--- src/rtl/uart_rx_pkg.sv ---
// Shared UART definitions: FSM state encodings, cfg_reg bit positions and frame-length helper.
package uart_rx_pkg;

    localparam logic [2:0] ST_IDLE   = 3'd0;
    localparam logic [2:0] ST_START  = 3'd1;
    localparam logic [2:0] ST_DATA   = 3'd2;
    localparam logic [2:0] ST_PARITY = 3'd3;
    localparam logic [2:0] ST_STOP   = 3'd4;

    localparam int CFG_LEN  = 0;  // two bits: data length - 5
    localparam int CFG_STOP = 2;
    localparam int CFG_PEN  = 3;
    localparam int CFG_PODD = 4;

    function automatic logic [3:0] data_len(input logic [4:0] cfg);
        return {2'b00, cfg[CFG_LEN +: 2]} + 4'd5;
    endfunction

endpackage

--- src/rtl/uart_rx_sync2.sv ---
// Two-flop synchroniser for asynchronous single-bit inputs; reset value chosen per use.
module uart_rx_sync2 #(
    parameter logic RESET_VAL = 1'b1
) (
    input  logic clk,
    input  logic rst_n,
    input  logic d,
    output logic q
);

    logic meta;

    always_ff @(posedge clk or negedge rst_n) begin
        if (!rst_n) begin
            meta <= RESET_VAL;
            q    <= RESET_VAL;
        end else begin
            meta <= d;
            q    <= meta;
        end
    end

endmodule

--- src/rtl/uart_rx.sv ---
// UART receiver: oversampled start detection, 3-sample majority per bit, parity and stop checking.
module uart_rx
    import uart_rx_pkg::*;
#(
    parameter int OVERSAMPLE = 16
) (
    input  logic       clk,
    input  logic       rst_n,
    input  logic       sample_tick,
    input  logic       rx_enable,
    input  logic [4:0] cfg_reg,
    input  logic       rx,
    output logic [7:0] rx_data,
    output logic       rx_done,
    output logic       rx_busy,
    output logic       parity_err,
    output logic       frame_err
);

    localparam int CNT_W = $clog2(OVERSAMPLE);
    localparam logic [CNT_W-1:0] CNT_MID_LO = CNT_W'(OVERSAMPLE / 2 - 1);
    localparam logic [CNT_W-1:0] CNT_MID    = CNT_W'(OVERSAMPLE / 2);
    localparam logic [CNT_W-1:0] CNT_MID_HI = CNT_W'(OVERSAMPLE / 2 + 1);
    localparam logic [CNT_W-1:0] CNT_LAST   = CNT_W'(OVERSAMPLE - 1);

    logic             rxs;
    logic [2:0]       state;
    logic [CNT_W-1:0] cnt;
    logic [2:0]       bit_idx;
    logic [4:0]       cfg_lat;
    logic [7:0]       shreg;
    logic             s_lo, s_mid;
    logic             armed;
    logic             perr_next, ferr_next;
    logic             maj, last_data, last_stop, stop_bad;

    uart_rx_sync2 #(.RESET_VAL(1'b1)) u_sync (
        .clk   (clk),
        .rst_n (rst_n),
        .d     (rx),
        .q     (rxs)
    );

    assign maj       = (s_lo & s_mid) | (s_lo & rxs) | (s_mid & rxs);
    assign last_data = (bit_idx == 3'(data_len(cfg_lat) - 4'd1));
    assign last_stop = (bit_idx[0] == cfg_lat[CFG_STOP]);
    assign stop_bad  = ferr_next | ~maj;
    assign rx_busy   = (state != ST_IDLE);

    always_ff @(posedge clk or negedge rst_n) begin
        if (!rst_n) begin
            state      <= ST_IDLE;
            cnt        <= '0;
            bit_idx    <= '0;
            cfg_lat    <= '0;
            shreg      <= '0;
            s_lo       <= 1'b1;
            s_mid      <= 1'b1;
            armed      <= 1'b0;
            perr_next  <= 1'b0;
            ferr_next  <= 1'b0;
            rx_data    <= '0;
            rx_done    <= 1'b0;
            parity_err <= 1'b0;
            frame_err  <= 1'b0;
        end else begin
            rx_done <= 1'b0;
            if (state == ST_IDLE && rxs)
                armed <= 1'b1;

            if (state == ST_IDLE) begin
                // A tick coinciding with the start edge is deliberately not counted.
                if (rx_enable && armed && !rxs) begin
                    state     <= ST_START;
                    cfg_lat   <= cfg_reg;
                    cnt       <= '0;
                    bit_idx   <= '0;
                    shreg     <= '0;
                    perr_next <= 1'b0;
                    ferr_next <= 1'b0;
                end
            end else if (!rx_enable) begin
                state   <= ST_IDLE;
                cnt     <= '0;
                bit_idx <= '0;
            end else if (sample_tick) begin
                // NOTE: later non-blocking assignments in this block override this default
                // increment; the last assignment to a flop in a clock cycle is the one that lands.
                cnt <= (cnt == CNT_LAST) ? '0 : cnt + 1'b1;
                if (cnt == CNT_MID_LO) s_lo  <= rxs;
                if (cnt == CNT_MID)    s_mid <= rxs;

                case (state)
                    ST_START: begin
                        if (cnt == CNT_MID_HI && maj) begin
                            state <= ST_IDLE;
                            cnt   <= '0;
                        end else if (cnt == CNT_LAST) begin
                            state   <= ST_DATA;
                            bit_idx <= '0;
                        end
                    end
                    ST_DATA: begin
                        if (cnt == CNT_MID_HI)
                            shreg[bit_idx] <= maj;
                        if (cnt == CNT_LAST) begin
                            if (last_data) begin
                                bit_idx <= '0;
                                state   <= cfg_lat[CFG_PEN] ? ST_PARITY : ST_STOP;
                            end else begin
                                bit_idx <= bit_idx + 3'd1;
                            end
                        end
                    end
                    ST_PARITY: begin
                        if (cnt == CNT_MID_HI)
                            perr_next <= (maj != ((^shreg) ^ cfg_lat[CFG_PODD]));
                        if (cnt == CNT_LAST) begin
                            state   <= ST_STOP;
                            bit_idx <= '0;
                        end
                    end
                    ST_STOP: begin
                        // Finish mid-way through the last stop bit so a back-to-back start edge is seen.
                        if (cnt == CNT_MID_HI) begin
                            if (last_stop) begin
                                rx_data    <= shreg;
                                parity_err <= perr_next;
                                frame_err  <= stop_bad;
                                rx_done    <= 1'b1;
                                state      <= ST_IDLE;
                                cnt        <= '0;
                                bit_idx    <= '0;
                                if (stop_bad)
                                    armed <= 1'b0;
                            end else begin
                                ferr_next <= stop_bad;
                            end
                        end else if (cnt == CNT_LAST) begin
                            bit_idx <= bit_idx + 3'd1;
                        end
                    end
                    default: begin
                        state <= ST_IDLE;
                        cnt   <= '0;
                    end
                endcase
            end
        end
    end

endmodule
--- config.mk ---
export PLATFORM = sky130hd
export DESIGN_NAME = uart_rx
export DESIGN_NICKNAME = d
export VERILOG_FILES = /design/src/rtl/uart_rx_pkg.sv /design/src/rtl/uart_rx_sync2.sv /design/src/rtl/uart_rx.sv
export SDC_FILE = /design/constraint.sdc
export NUM_CORES = 1
export LEC_CHECK = 0
export CAP_MARGIN = 20
export CORE_ASPECT_RATIO = 0.9
export CORE_MARGIN = 5
export CORE_UTILIZATION = 40
export DETAILED_ROUTE_END_ITERATION = 6
export GPL_TIMING_DRIVEN = 0
export PLACE_DENSITY_LB_ADDON = 0.1
export SLEW_MARGIN = 20
export SYNTH_ARGS = -nofsm -noshare
export SYNTH_HDL_FRONTEND = slang
export SYNTH_SLANG_ARGS = --single-unit
--- constraint.sdc ---
create_clock -name clk -period 2.7 [get_ports clk]
set_input_delay 0.27 -clock clk [delete_from_list [all_inputs] [get_ports clk]]
set_output_delay 0.27 -clock clk [all_outputs]
set_load 0.01 [all_outputs]
-- After elaboration in Yosys (flattened, before gate mapping)
Index checks and enable logic that the tools add are counted.
- add/sub/neg operators: 4
- order comparisons: 2
- eq/ne operators: 24
- multiplexer cells: 68
- bitwise operators: 9
- reduce and logical (&&, ||, !) cells: 26
- operator list (operator ; count):
    two-way mux 3 bit ; 22
    two-way mux 8 bit ; 6
    two-way mux 4 bit ; 8
    two-way mux 1 bit ; 27
    inequality test 4 bit, second input constant ; 6
    one-hot mux 3 bit (4 select lines) ; 2
    inequality test 5 bit, second input constant ; 3
    == test 4 bit, second input constant ; 3
    one-hot mux 4 bit (3 select lines) ; 1
    AND reduction 6 bit ; 2
    nonzero test 2 bit ; 6
    AND reduction 5 bit ; 2
    bitwise mux 8 bit ; 1
    AND reduction 4 bit ; 2
    AND reduction 8 bit ; 1
    parity 8 bit ; 1
    AND reduction 7 bit ; 1
    == test 3 x 2 -> 1 bit, second input constant ; 2
    inequality test 6 x 1 -> 1 bit, second input constant ; 1
    logical AND 1 bit ; 5
    adder 4 x 1 -> 4 bit, second input constant ; 1
    == test 4 x 3 -> 1 bit, second input constant ; 1
    < comparator 3 x 4 -> 1 bit, second input constant ; 1
    inequality test 2 x 1 -> 1 bit, second input constant ; 2
    20 further kinds ; 26
- register bits: 41
- input bits: 10
- word-level logic and storage cells: 149

-- Longest topological paths before layout
- word-level depth: 12
- depth in mapped cells: 7

-- By module
Synthesis repeated with hierarchy kept, for this count alone.
- cell total of the unflattened synthesis: 221
- area total of the unflattened synthesis: 2212.1 um^2
- modules (own cells, without submodules) (module ; instances ; cells an instance ; area each (um^2) ; sequential area each (um^2)):
    uart_rx ; 1 ; 219 ; 2159.6 ; 978.4
    uart_rx_sync2 ; 1 ; 2 ; 52.6 ; 52.6

-- Worst setup path before layout
Ideal clock, no wire load.
- kind: register to register
- start: register state[0]
- end: register state[0]
- library setup time: 0.125 ns
- arrival: 1.765 ns
- data required time: 2.575 ns
- setup slack: 0.810 ns
- cell stages (with the launch flop): 7
- cell sequence: dfrtp_1 > buf_2 > or3b_2 > a311oi_1 > a21oi_1 > nand4_2 > mux2_2
- cells in the longest elaborated chain, start to end: 5
- elaborated cells between the ends (all ways): 18
- ends and longest elaborated chain (element ; RTL line ; source):
    start, declared ; uart_rx.sv:27 ; logic [2:0] state;
    start signal, assigned ; uart_rx.sv:109 ; state <= cfg_lat[CFG_PEN] ? ST_PARITY : ST_STOP;
    == test 3 bit (tied with other cells) ; uart_rx.sv:93 ; case (state)
    one-hot mux 3 bit (4 select lines) ; uart_rx.sv:93 ;
    two-way mux 3 bit ; uart_rx.sv:86 ; end else if (sample_tick) begin
    two-way mux 3 bit ; uart_rx.sv:82 ; end else if (!rx_enable) begin
    two-way mux 3 bit ; uart_rx.sv:71 ; if (state == ST_IDLE) begin
Several ways; a longest one is shown, not always the timed one. The select of a mux whose other input is x is not followed.
A chain may end at the register's enable or synchronous reset.

-- Worst setup path in the final report
- start: register state[2]
- end: register shreg[3]
- cells in the longest elaborated chain, start to end: 3
- elaborated cells between the ends (all ways): 9
- ends and longest elaborated chain (element ; RTL line ; source):
    == test 3 x 2 -> 1 bit / logical NOT 3 bit (equally long branches) ; uart_rx.sv:93, uart_rx.sv:71 ;
    nonzero test 2 bit (no source line) / inequality test 2 x 1 -> 1 bit (equally long branches) ; n/a ;
    AND reduction 5 bit (no source line) ; n/a ;
    end signal, assigned by index ; uart_rx.sv:105 ; shreg[bit_idx] <= maj;
    end, declared ; uart_rx.sv:31 ; logic [7:0] shreg;
Several ways; a longest one is shown, not always the timed one.

==> results.toml <==
[floorplanning]
boundaryPins = 22
die_w_um = 88.5
initial_core_util_pct = 41.7
rows = 25
dieHeight_um = 80.6
core_um2 = 5320
die_area_um2 = 7130

[sta]
period_share_pct = 78.9
max_freq_mhz = 469
setup_slack_ns = 0.570
finalSetupViolCount = 0
clock_skew_ns = 0.00468
slew_headroom_pct = 61.9
fin_crit_ns = 2.13
setup_tns_ns = 0
hold_violations = 0
slew_viol_final = 0
rsz0062_at_grt = "false"
worst_slew_pin_slew_ns = 0.571

[clock_tree]
cts_inserted_buffers = 5
root_buffer = "clkbuf_8"
clk_latency_ns = 0.28
cts_buffer_depth = 2
cts.clk_slew.worst_paths_ns = 0.08
cts_tree = "done"
post_cts_buffers = 0
cts_htree_levels = 2
cts_sinks = 41

[routing]
drcViolationCount = 0
detail_route.wl_per_cell_um = 15.4
dr.pass1.iters = 4
via_count = 1662
viasPerCell = 5.40
wl_mm = 4.73
drtIter0Drc = 95
ant_nets = 0

[setup_path]
cp.arrival_ns = 2.28
r2r_start = "state[2]"
startpoint_type = "register"
reg2reg_slack_ns = 0.57
crit_path_cell_trace = "nor3_4, inv_2, nor2_2, o21ai_0, o21ai_0, o21ai_0"
path_class = "register to register"
cp_slowest_cell = "nor2_2"
cp_slowest_stage_delay_ns = 0.48
crit_path_end_kind = "register"
crit_start = "state[2]"
path_buf_inv = 1
crit_family = "simple AND/OR/NAND/NOR gates"
r2r-end = "shreg[3]"
rr_worst_depth = 6
crit_fanout = 10
path_common_cell = "o21ai_0"
required_ns = 2.85

[layout]
layout.nets = 254
n_antenna_cell = 0
fin_area_um2 = 2640
area_growth_syn_to_layout_pct = 19.2
drive_gt1_share_pct = 21.2
final_util_pct = 49.7

[hold_path]
min_from = "u_sync.meta"
hold_path.class = "register to register"
hold_end = "u_sync.q"
hold-path-cell-count = 0

[placement]
placed_area_um2 = 2510
gp_congestion = 0.878
io_buffers = 20
dp_hpwl_mm = 3.55
dpl_worst_slack_ns = 0.565

[pwr]
p_total_mw = 2.03
power_leakage_nw = 1.12
power.density_nw_per_um2 = 770
ir_drop_mv = 0.383

[logic_synthesis]
yosysUniqueCellTypes = 48
synth-seq-cells = 41
syn_area_um2 = 2220
synthFlopType = "dfrtp_1"
synthArstFlopShare_pct = 100
synth.avg_cell_area_um2 = 10.5
ys_warn_count = 0
synth_area_leader_cell = "dfrtp_1"
syn-num-nets = 225
syn_inst = 211
synth_top_area_share_pct = 41.8
ys_seq_area_share_pct = 46.5
yosys-top-cells-area = "dfrtp_1, mux2_2, dfstp_2, o21ai_0, xnor2_1"
synth_edf_count = 0

[global_routing]
grt_max_degree = 26
grt_pass1_wl_mm = 8.16
overflow = 0
antenna_found_initial = 0
grt_pass1_vias = 1662
grt_util_all_layers_pct = 14.8

[run_status]
outcome = "complete, no violations"

[run]
max-cap-violations = 0
[timing repair]
item                      in CTS  in global routing
hold buffers                   1                  0
resized for setup              0                  0
hold endpoints to repair      16                  0
[per-layer routing]
| layer | track usage [%] | wire (µm) | up-vias |
|---|---|---|---|
| met1 | 21.4 | 2470 | 801 |
| met3 | 4.00 | 229 | 7 |
| met5 | 0 | 0 | - |
| met2 | 21.9 | 1980 | 35 |
| met4 | 3.47 | 46 | 0 |
| li1 | - | - | 819 |
[cell usage after synthesis, types with 2 or more instances]
| library cell | instances |
|---|---|
| ha_1 | 4 |
| nand3_1 | 7 |
| nor4_1 | 2 |
| nor3_4 | 2 |
| o21ai_0 | 18 |
| nor3_1 | 5 |
| nand2b_1 | 4 |
| nor2_1 | 13 |
| nor2b_1 | 3 |
| o31ai_1 | 3 |
| xnor2_1 | 10 |
| nand2_1 | 13 |
| inv_1 | 7 |
| or3b_2 | 2 |
| buf_2 | 5 |
| a22o_1 | 3 |
| dfrtp_1 | 37 |
| a21oi_1 | 11 |
| nand3b_1 | 3 |
| clkbuf_1 | 2 |
| mux2_2 | 20 |
| dfstp_2 | 4 |
| a31oi_1 | 6 |
| xor2_1 | 2 |
| a32o_1 | 2 |
[stage by stage]
| stage | std cells | hold slack, ns |
|---|---|---|
| floorplan | 211 | -0.0256 |
| global placement | 298 | 0.349 |
| detailed placement | 299 | 0.226 |
| CTS | 308 | 0.368 |
| global route | 308 | 0.371 |
| finish | 308 | 0.363 |
[layout by cell type, fill, tap and decap left out, types with 5 or more instances in the layout]
| master | instances |
|---|---|
| xnor2_1 | 10 |
| nand3_1 | 7 |
| o21ai_0 | 18 |
| nor3_1 | 5 |
| inv_1 | 7 |
| a21oi_1 | 11 |
| buf_2 | 6 |
| clkbuf_8 | 6 |
| clkdlybuf4s50_1 | 19 |
| mux2_2 | 20 |
| a31oi_1 | 6 |
| nor2_1 | 13 |
| dfrtp_1 | 37 |
| nand2_1 | 13 |
[logic make-up (layout without fill, tap and decap cells)]
kind of cell / Yosys count / count (layout) / share of synthesized area, %
multiplexers: 21 / 21 / 11.2
XOR/XNOR: 12 / 12 / 4.74
buffers and inverters: 17 / 47 / 3.50
AND/OR/NAND/NOR: 63 / 63 / 16.1
adder cells (fa/ha/maj): 5 / 5 / 2.71
AO/OA/AOI/OAI: 52 / 52 / 15.2
flip-flops: 41 / 41 / 46.5
[power by group]
group / total (mW) / internal, mW / switching (mW)
Combinational: 0.746 / 0.327 / 0.419
Clock: 0.504 / 0.301 / 0.203
Sequential: 0.784 / 0.700 / 0.0845
[layout make-up]
class | count | area (µm²)
buffer | 9 | 47.5
clock buffer | 7 | 86.3
clock inverter | 1 | 30.0
fill | 540 | 2680
inverter | 8 | 30.0
multi-input combinational | 153 | 1110
sequential | 41 | 1030
tap | 67 | 83.8
timing repair buffer | 22 | 225
[registers in the layout, indices dropped and copies added (netlist names)]
register,count
rx_data,8
perr_next,1
u_sync.q,1
armed,1
cfg_lat,5
s_mid,1
ferr_next,1
bit_idx,3
rx_done,1
cnt,4
s_lo,1
shreg,8
state,3
u_sync.meta,1
frame_err,1
parity_err,1
[how the worst max path moves through the flow]
stage / to / slack [ns] / cells after the start
detailed placement: shreg[2] / 0.56 / 6
global placement: shreg[2] / 0.27 / 1
finish: shreg[3] / 0.57 / 6
floorplan: state[0] / 0.81 / 6
CTS: shreg[3] / 0.57 / 6
global route: shreg[2] / 0.41 / 6
Power figures use the tool's default switching activity.
